==> src/rtl/seq4_sched.sv <==
// Round-robin scheduler that shares one WIDTH-bit sequence counter between two requesters.
// States: IDLE (arbitrate) | RUN (x steps toward the latched end) | DONE (one-cycle completion pulse).
module seq4_sched #(
  parameter int WIDTH = 4
) (
  input  logic             clock,
  input  logic             reset_n,
  input  logic [1:0]       req,
  input  logic [WIDTH-1:0] cfg0_start,
  input  logic [WIDTH-1:0] cfg0_end,
  input  logic             cfg0_dir,
  input  logic [WIDTH-1:0] cfg1_start,
  input  logic [WIDTH-1:0] cfg1_end,
  input  logic             cfg1_dir,
  input  logic             pause,
  output logic [WIDTH-1:0] x,
  output logic [1:0]       grant,
  output logic             busy,
  output logic [1:0]       done
);

  typedef enum logic [1:0] {
    S_IDLE = 2'd0,
    S_RUN  = 2'd1,
    S_DONE = 2'd2
  } state_t;

  state_t           state_q, state_d;
  logic [WIDTH-1:0] x_q, x_d;
  logic [WIDTH-1:0] end_q, end_d;
  logic             dir_q, dir_d;
  logic [1:0]       grant_q, grant_d;
  logic             prio_q, prio_d;
  logic             busy_q, busy_d;
  logic [1:0]       done_q, done_d;
  logic             winner;

  // Sole asker wins; on contention the priority pointer decides.
  always_comb begin
    winner = prio_q;
    if (req == 2'b01) winner = 1'b0;
    else if (req == 2'b10) winner = 1'b1;
  end

  always_comb begin
    state_d = state_q;
    x_d     = x_q;
    end_d   = end_q;
    dir_d   = dir_q;
    grant_d = grant_q;
    prio_d  = prio_q;
    case (state_q)
      S_IDLE: begin
        grant_d = 2'b00;
        if (req != 2'b00) begin
          state_d = S_RUN;
          prio_d  = ~winner;
          grant_d = winner ? 2'b10 : 2'b01;
          x_d     = winner ? cfg1_start : cfg0_start;
          end_d   = winner ? cfg1_end   : cfg0_end;
          dir_d   = winner ? cfg1_dir   : cfg0_dir;
        end
      end
      S_RUN: begin
        if (!pause) begin
          if (x_q == end_q) state_d = S_DONE;
          else if (dir_q)   x_d = x_q + WIDTH'(1);
          else              x_d = x_q - WIDTH'(1);
        end
      end
      S_DONE: begin
        state_d = S_IDLE;
        grant_d = 2'b00;
      end
      default: begin
        state_d = S_IDLE;
        grant_d = 2'b00;
      end
    endcase
    busy_d = (state_d != S_IDLE);
    done_d = (state_d == S_DONE) ? grant_d : 2'b00;
  end

  always_ff @(posedge clock or negedge reset_n) begin
    if (!reset_n) begin
      state_q <= S_IDLE;
      x_q     <= '0;
      end_q   <= '0;
      dir_q   <= 1'b0;
      grant_q <= 2'b00;
      prio_q  <= 1'b0;
      busy_q  <= 1'b0;
      done_q  <= 2'b00;
    end else begin
      state_q <= state_d;
      x_q     <= x_d;
      end_q   <= end_d;
      dir_q   <= dir_d;
      grant_q <= grant_d;
      prio_q  <= prio_d;
      busy_q  <= busy_d;
      done_q  <= done_d;
    end
  end

  assign x     = x_q;
  assign grant = grant_q;
  assign busy  = busy_q;
  assign done  = done_q;

endmodule

==> config.mk <==
export PLATFORM = sky130hd
export DESIGN_NAME = seq4_sched
export DESIGN_NICKNAME = d
export VERILOG_FILES = /design/src/rtl/seq4_sched.sv
export SDC_FILE = /design/constraint.sdc
export NUM_CORES = 1
export LEC_CHECK = 0
export CAP_MARGIN = 20
export CORE_MARGIN = 2
export CORE_UTILIZATION = 44
export DETAILED_ROUTE_END_ITERATION = 8
export PLACE_DENSITY = 0.84
export REMOVE_ABC_BUFFERS = 1
export SYNTH_ARGS = -nofsm -noshare
export SYNTH_HDL_FRONTEND = slang
export SYNTH_SLANG_ARGS = --single-unit
==> constraint.sdc <==
create_clock -name clock -period 1.9 [get_ports clock]
set_input_delay 0.38 -clock clock [delete_from_list [all_inputs] [get_ports clock]]
set_output_delay 0.38 -clock clock [all_outputs]
set_load 0.02 [all_outputs]
== Yosys cells after proc, flatten, opt, wreduce, memory -nomap -nowiden ==
Index checks and enable logic that the tools add are counted.

* Bits in registers: 17
* Input port bits: 23
* Word-level logic and storage cells: 43
* Output and inout bits: 9

* Mux-type cells: 18
* $add $sub $neg: 2
* Reduce and logical (&&, ||, !) cells: 6
* Equal/unequal tests: 8
* Bitwise gates (word level): 1

{| class="wikitable"
|+ Operator list
! cell !! number
|-
| $mux W4 || 6
|-
| $mux W2 || 6
|-
| $pmux W2 S2 || 2
|-
| $pmux W4 S2 || 1
|-
| $ne A2 B2 Y1 const B || 3
|-
| $reduce_bool A2 Y1 || 3
|-
| $add A4 B1 Y4 const B || 1
|-
| $eq A2 B1 Y1 const B || 2
|-
| $eq A2 B2 Y1 const B || 2
|-
| $eq A4 B4 Y1 || 1
|-
| $reduce_and A4 Y1 || 1
|-
| $sub A4 B1 Y4 const B || 1
|-
| $mux W1 || 3
|-
| $logic_not A2 Y1 || 1
|-
| $reduce_and A2 Y1 || 1
|-
| $not A1 Y1 || 1
|}

== Logic depth before layout (Yosys ltp) ==
Gate-level depths: netlist (run 1).

* Depth in word-level cells: 7
* Mapped depth: 7
* Depth with buffers taken out: 7

== Worst setup path before layout (run 1) ==
No wires, ideal clock.

* Kind: register -> register
* From: register x_q[1] (netlist: x[1])
* To: register x_q[3] (netlist: x[3])
* Arrival time: 1458 ps
* Setup slack: 308 ps
* Period minus slack after synthesis: 1592 ps
* Stages on the path, launching flop included: 7
* Required time: 1766 ps
* Buffers on the path: 0
* Setup time: 134 ps
* Cell sequence: dfrtp_1 ha_1 a21o_1 a21oi_1 xnor2_1 o21ba_2 o22ai_1

* Longest elaborated chain between the ends: 5
* Elaborated cells on any way between the ends: 9
* Classes of those cells: add/sub: 2; eq/ne: 2; mux: 4; reduce/logical: 1

{| class="wikitable"
|+ RTL lines
! item !! RTL line !! text
|-
| start: declaration || 29 || <nowiki>logic [WIDTH-1:0] x_q, x_d;</nowiki>
|-
| start signal: assignment || 87 || <nowiki>x_q <= '0;</nowiki>
|-
| start signal: assignment || 96 || <nowiki>x_q <= x_d;</nowiki>
|-
| $sub A4 B1 Y4 or $add A4 B1 Y4 (tied branches) || 68, 67 ||
|-
| $mux W4 || 67 || <nowiki>else if (dir_q) x_d = x_q + WIDTH'(1);</nowiki>
|-
| $mux W4 || 66 || <nowiki>if (x_q == end_q) state_d = S_DONE;</nowiki>
|-
| $mux W4 || 65 || <nowiki>if (!pause) begin</nowiki>
|-
| $pmux W4 S2 || 52 || <nowiki>case (state_q)</nowiki>
|}

Several ways; a longest one is shown, not always the timed one. The select of a mux whose other input is x is not followed.
A chain may end at the register's enable or synchronous reset.

== Final worst setup path (run 1) ==
* From: register x_q[1] (netlist: x[1])
* To: output port x[1]

{| class="wikitable"
|+ RTL lines
! item !! RTL line !! text
|-
| end: declaration || 16 || <nowiki>output logic [WIDTH-1:0] x,</nowiki>
|}

No word-level cell between the ends.

==> impl_metrics.tcl, run 1 <==
set metrics [dict create \
    run_status "finished, final reports clean" \
    clock-skew-final_ns 0.0105 \
    timing.critical_path.from_type "flop" \
    layout.cells.most_common "clkdlybuf4s50_1" \
    power_frac_seq_pct 31.0 \
    ys_top_cells_by_area "dfrtp_1, xnor2_1, nand2_1" \
    area.growth.synth_to_final_pct 45.8 \
    holdCritPathClass "input pin to async pin" \
    number_of_diodes 0 \
    rsz_0062_raised_after_global_routing "no" \
    total_power_mw 2.11 \
    post-synth-top-area-fraction_pct 46.6 \
    switching_power_mw 0.886 \
    cp-end-kind "output pin" \
    critPathSlowestCell "clkdlybuf4s50_1" \
    cts_max_level 1 \
    synth.avg_cell_area_um2 10.4 \
    nNetsFinal 156 \
    cts_tree "done" \
    area_of_the_mapped_netlist_um2 912 \
    crit_family "buffers and inverters" \
    power.share.combinational_pct 59.5 \
    cts-buffers-inserted 3 \
    rows 16 \
    ys_seq_area_share_pct 46.6 \
    clock_tree.buffer_depth 2 \
    worst_setup_hold_path_clk_slew_ns 0.11 \
    cp_cell_sequence "clkdlybuf4s50_1" \
    pin_count_of_the_biggest_net_entering_global_routing 18 \
    synth_cells 88 \
    power.density_nw_per_um2 1590 \
    routed-via-count 820 \
    postCtsSetupBuffers 0 \
    final-hold-violation-count 0 \
    hpwl_mm 1.76 \
    worst_ep_arrival_time_ns 1.43 \
    setup_violators_final 0 \
    routedWlPerCell_um 14.6 \
    vdd.ir_drop.worst_v 0.000914 \
    cp.buffers_inverters 1 \
    hold_slack_ns 0.390 \
    postSynth.asyncResetShare_pct 100 \
    slew_viol_final 0 \
    min_period_over_period_pct 95.1 \
    layout_min_cycle_time_ns 1.81 \
    final_antenna_net_count 0 \
    postRouteWirelength_mm 2.27 \
    relSlewSlack_pct 65.1 \
    gp_congestion 0.794 \
    cell_internal_pwr_mw 1.22 \
    required_time_of_the_worst_setup_path_ns 1.52 \
    layout.cells.most_common_list "clkdlybuf4s50_1, dfrtp_1, nand2_1" \
    design_area_um2 1330 \
    grt_pass1_wl_mm 3.81 \
    stdcell_count 156 \
    drc 0 \
    postPlaceCellArea_um2 1300 \
    total_leakage_power_nw 0.606 \
    tritoncts_num_sinks 17 \
    crit_type "flop to output pin" \
    die_area_um2 2450 \
    final_global_route_overflow_total 0 \
    starting_density_of_the_core_pct 46.5 \
    avgViaCountPerCell 5.26 \
    drive_above_1_share_pct 16.3 \
    drt_first_iter_violations 10 \
    drv_cap 0 \
    max_clock_freq_ghz 0.553 \
    ys_ff_latch 17 \
    cp_slowest_stage_delay_ns 0.65 \
    drtPass1Iterations 4 \
    power.clock.fraction_pct 9.5 \
    die_w_um 49.5 \
    placement.io_buffers 31 \
    synth_enable_flop_cells 0 \
    hold_buffers 0 \
    yosys_warnings 0 \
    synth_cell_types 31 \
    tightestPinTransition_ns 0.519 \
    cts.root.buffer_cell "clkbuf_4" \
    core_region_area_um2 1960 \
    postSynth.topFlopCell "dfrtp_1" \
    total_routing_resource_utilization_after_global_routing_pct 20.6 \
    placedCellCount 152 \
    netSwitchingFraction_pct 42.0 \
    synth_top_area_cell "dfrtp_1" \
    num_io_pins 32 \
    timing.critical_path.fanout_max 5 \
    worstSkewPairLatency_ns 0.30 \
    die_y_um 49.5 \
    first_global_vias 863 \
    antenna_violations_before_repair 0 \
]
## cell families after synthesis
group / count (synthesis) / share of synthesized area, %
flops: 17 / 46.6
fa+ha+maj: 4 / 6.17
mux: 5 / 6.17
buf+inv: 7 / 3.98
compound gates: 25 / 20.0
simple gates: 24 / 11.2
xor+xnor: 6 / 5.76
## sequential cells by signal, indices dropped and copies added, names as in the netlist
register	flops
end_q	4
done	2
x	4
dir_q	1
grant	2
prio_q	1
busy	1
state_q	2
## what timing repair did
action	in CTS	in global routing
endpoints found under the setup margin	0	1
endpoints found under the hold margin	0	0
resized for setup	0	1
## Yosys cell counts, types with 2 or more instances
master and count:
xnor2_1 6, nand2_1 12, nor2_1 7, o21ai_0 2, inv_1 3, a32oi_1 5
a21oi_2 2, buf_2 2, nand2b_1 2, o21ai_1 2, a21oi_1 3, ha_1 2
a21o_1 4, dfrtp_1 17, mux2i_1 3
## cell type report
type	count	area (um^2)
Timing Repair Buffer	40	378
Multi-Input combinational cell	64	450
Tap cell	27	33.8
Sequential cell	17	427
Inverter	4	15.0
Fill cell	174	632
Clock buffer	4	26.3
## per-layer routing
layer	routed length [um]	vias to the layer above	GRT usage [%]
li1	-	394	-
met1	918	384	24.2
met2	1180	40	35.6
met3	147	2	3.94
met4	21	0	10.6
met5	0	-	0
## final timing paths
| kind | slack (ns) | start | depth (start not counted) | to |
|---|---|---|---|---|
| max reg2reg | 0.25 | dir_q | 7 | x[3] |
| max in group asynchronous | 1.31 | reset_n | 2 | x[0] |
| min reg2reg | 0.50 | end_q[2] | 2 | end_q[2] |
| min in group clock | 0.50 | end_q[2] | 2 | end_q[2] |
| min | 0.39 | reset_n | 2 | state_q[0] |
| max | 0.09 | x[1] | 1 | x[1] |
## power by group through the flow
stage	combinational [mW]	clock, mW	sequential [mW]
final	1.26	0.200	0.655
after global routing	1.37	0.220	0.678
after CTS	1.26	0.207	0.651
after detailed placement	1.25	0	0.658
after global placement	1.17	0	0.652
after floorplan	0.719	0	0.717
## metrics by stage
stage	utilization (%)	worst slack, ns	setup TNS, ns
after floorplan	-	0.307	0
after global placement	66.4	-0.0712	-0.147
after detailed placement	66.4	-0.162	-0.364
after CTS	67.7	0.0338	0
after global routing	67.8	0.0337	0
final	67.8	0.0933	0
Power figures use the tool's default switching activity.
==> run 2: changes to the inputs <==
--- a/config.mk
+++ b/config.mk
@@ -8,6 +8,7 @@
 export CAP_MARGIN = 20
 export CORE_MARGIN = 2
 export CORE_UTILIZATION = 44
+export CTS_CLUSTER_SIZE = 24
 export DETAILED_ROUTE_END_ITERATION = 8
 export PLACE_DENSITY = 0.84
 export REMOVE_ABC_BUFFERS = 1
==> results of run 2 <==
The final DEF is identical to that of run 1; final timing and power are the same.
==> run 3: changes to the inputs <==
--- a/config.mk
+++ b/config.mk
@@ -6,12 +6,12 @@
 export NUM_CORES = 1
 export LEC_CHECK = 0
 export CAP_MARGIN = 20
-export CORE_MARGIN = 2
 export CORE_UTILIZATION = 44
 export CTS_CLUSTER_SIZE = 24
 export DETAILED_ROUTE_END_ITERATION = 8
 export PLACE_DENSITY = 0.84
 export REMOVE_ABC_BUFFERS = 1
+export SLEW_MARGIN = 15
 export SYNTH_ARGS = -nofsm -noshare
 export SYNTH_HDL_FRONTEND = slang
 export SYNTH_SLANG_ARGS = --single-unit
==> run 3 against run 2 <==
First-iteration DRC count up 100%. Power down 1.8%. Cell area about the same. Register-to-register slack about the same. Non-clock buffer count unchanged. Critical path type unchanged. Highest routed layer unchanged.
==> impl_metrics.tcl, run 3 (synthesis gave the netlist of run 1 again) <==
set metrics [dict create \
    cp_slowest_stage_delay_ns 0.65 \
    postcts_resize_cnt 0 \
    hold_buffers 0 \
    total_routing_resource_utilization_after_global_routing_pct 21.2 \
    rsz_0062_raised_after_global_routing "no" \
    cts_tree "done" \
    routed-via-count 826 \
    tightestPinTransition_ns 0.508 \
    hpwl_mm 1.70 \
    area.growth.synth_to_final_pct 45.7 \
    relSlewSlack_pct 65.9 \
    crit_family "buffers and inverters" \
    core_region_area_um2 1960 \
    worst_setup_hold_path_clk_slew_ns 0.09 \
    number_of_diodes 0 \
    avgViaCountPerCell 5.29 \
    cts.root.buffer_cell "clkbuf_4" \
    die_y_um 47.5 \
    nNetsFinal 156 \
    hold_slack_ns 0.418 \
    min_period_over_period_pct 95.1 \
    drv_cap 0 \
    postRouteWirelength_mm 2.13 \
    run_status "finished, final reports clean" \
    max_clock_freq_ghz 0.554 \
    setup_violators_final 0 \
    worstSkewPairLatency_ns 0.28 \
    finalWorstSetupSlack_ns 0.0936 \
    final_antenna_net_count 0 \
    pre_cts_slack_ns -0.0964 \
    pin_count_of_the_biggest_net_entering_global_routing 18 \
    tritoncts_num_sinks 17 \
    cts-buffers-inserted 3 \
    slew_viol_final 0 \
    layout_min_cycle_time_ns 1.81 \
    final-hold-violation-count 0 \
    starting_density_of_the_core_pct 46.5 \
    holdCritPathClass "input pin to async pin" \
    drc 0 \
    clock_tree.buffer_depth 2 \
    gp_congestion 0.826 \
    cp_cell_sequence "clkdlybuf4s50_1" \
    drt_first_iter_violations 20 \
    layout.cells.most_common_list "clkdlybuf4s50_1, dfrtp_1, nand2_1" \
    count_of_cell_instances_traversed_by_the_critical_path 1 \
    power.density_nw_per_um2 1560 \
    drive_above_1_share_pct 15.5 \
    cp.buffers_inverters 1 \
    die_area_um2 2260 \
    timing.critical_path.fanout_max 6 \
    die_w_um 47.5 \
    postCtsSetupBuffers 0 \
    placement.io_buffers 31 \
    crit_type "flop to output pin" \
    worst_r2r_path_depth 7 \
    worst_ep_arrival_time_ns 1.43 \
    first_global_vias 807 \
    antenna_violations_before_repair 0 \
    timing.critical_path.from_type "flop" \
    vdd.ir_drop.worst_v 0.00111 \
    beginning_of_the_worst_register_to_register_path "dir_q" \
    required_time_of_the_worst_setup_path_ns 1.52 \
    cts_max_level 1 \
    drtPass1Iterations 4 \
    layout.cells.most_common "clkdlybuf4s50_1" \
    cp-end-kind "output pin" \
    routedWlPerCell_um 13.7 \
    rows 16 \
    critPathSlowestCell "clkdlybuf4s50_1" \
    crit_path_start "x[0]" \
    clock-skew-final_ns 0.00295 \
    num_io_pins 32 \
    total_leakage_power_nw 0.607 \
    grt_pass1_wl_mm 3.34 \
    final_global_route_overflow_total 0 \
]
==> run 3: changes by cell type in the layout (fill, tap and decap cells not counted) <==
cell     previous run  this run
dfrtp_1            16        17
dfrtp_2             1         0
==> run 3: path summary, 6_finish.rpt <==
path / endpoint / slack, ns
max in group asynchronous: end_q[0] / 1.30
worst min register to register: end_q[2] / 0.51
worst max-delay path: x[0] / 0.09
worst min-delay path: x[1] / 0.42
min in group clock: end_q[2] / 0.51
worst max register to register: x[3] / 0.25
==> run 3: through the flow <==
step	cell area, um^2	setup TNS, ns	utilization (%)	power, mW	instances
global route	1330	0	67.7	2.24	156
finish	1330	0	67.7	2.07	156
CTS	1330	0	67.7	2.09	156
detailed placement	1300	-0.109	66.4	1.89	152
global placement	1300	-0.0336	66.4	1.83	152
floorplan	891	0	-	1.44	85
==> run 3: final cells by class <==
cell class	count	area (um^2)
Fill cell	173	633
Clock buffer	4	26.3
Timing Repair Buffer	40	378
Tap cell	27	33.8
Sequential cell	17	425
Multi-Input combinational cell	64	450
Inverter	4	15.0
==> run 3: report_power, final <==
part           switching (mW)  internal (mW)  total (mW)
Sequential              0.142          0.513       0.655
Combinational           0.606          0.628        1.23
Clock                   0.103         0.0812       0.185
==> run 3: metal layers <==
metal  global-route usage [%]  share of wire, %  up-vias
li1                         -                 -      394
met1                     26.1                44      398
met2                     37.8                49       28
met3                     3.02               5.5        6
met4                     7.78               1.6        0
met5                        0                 0        -
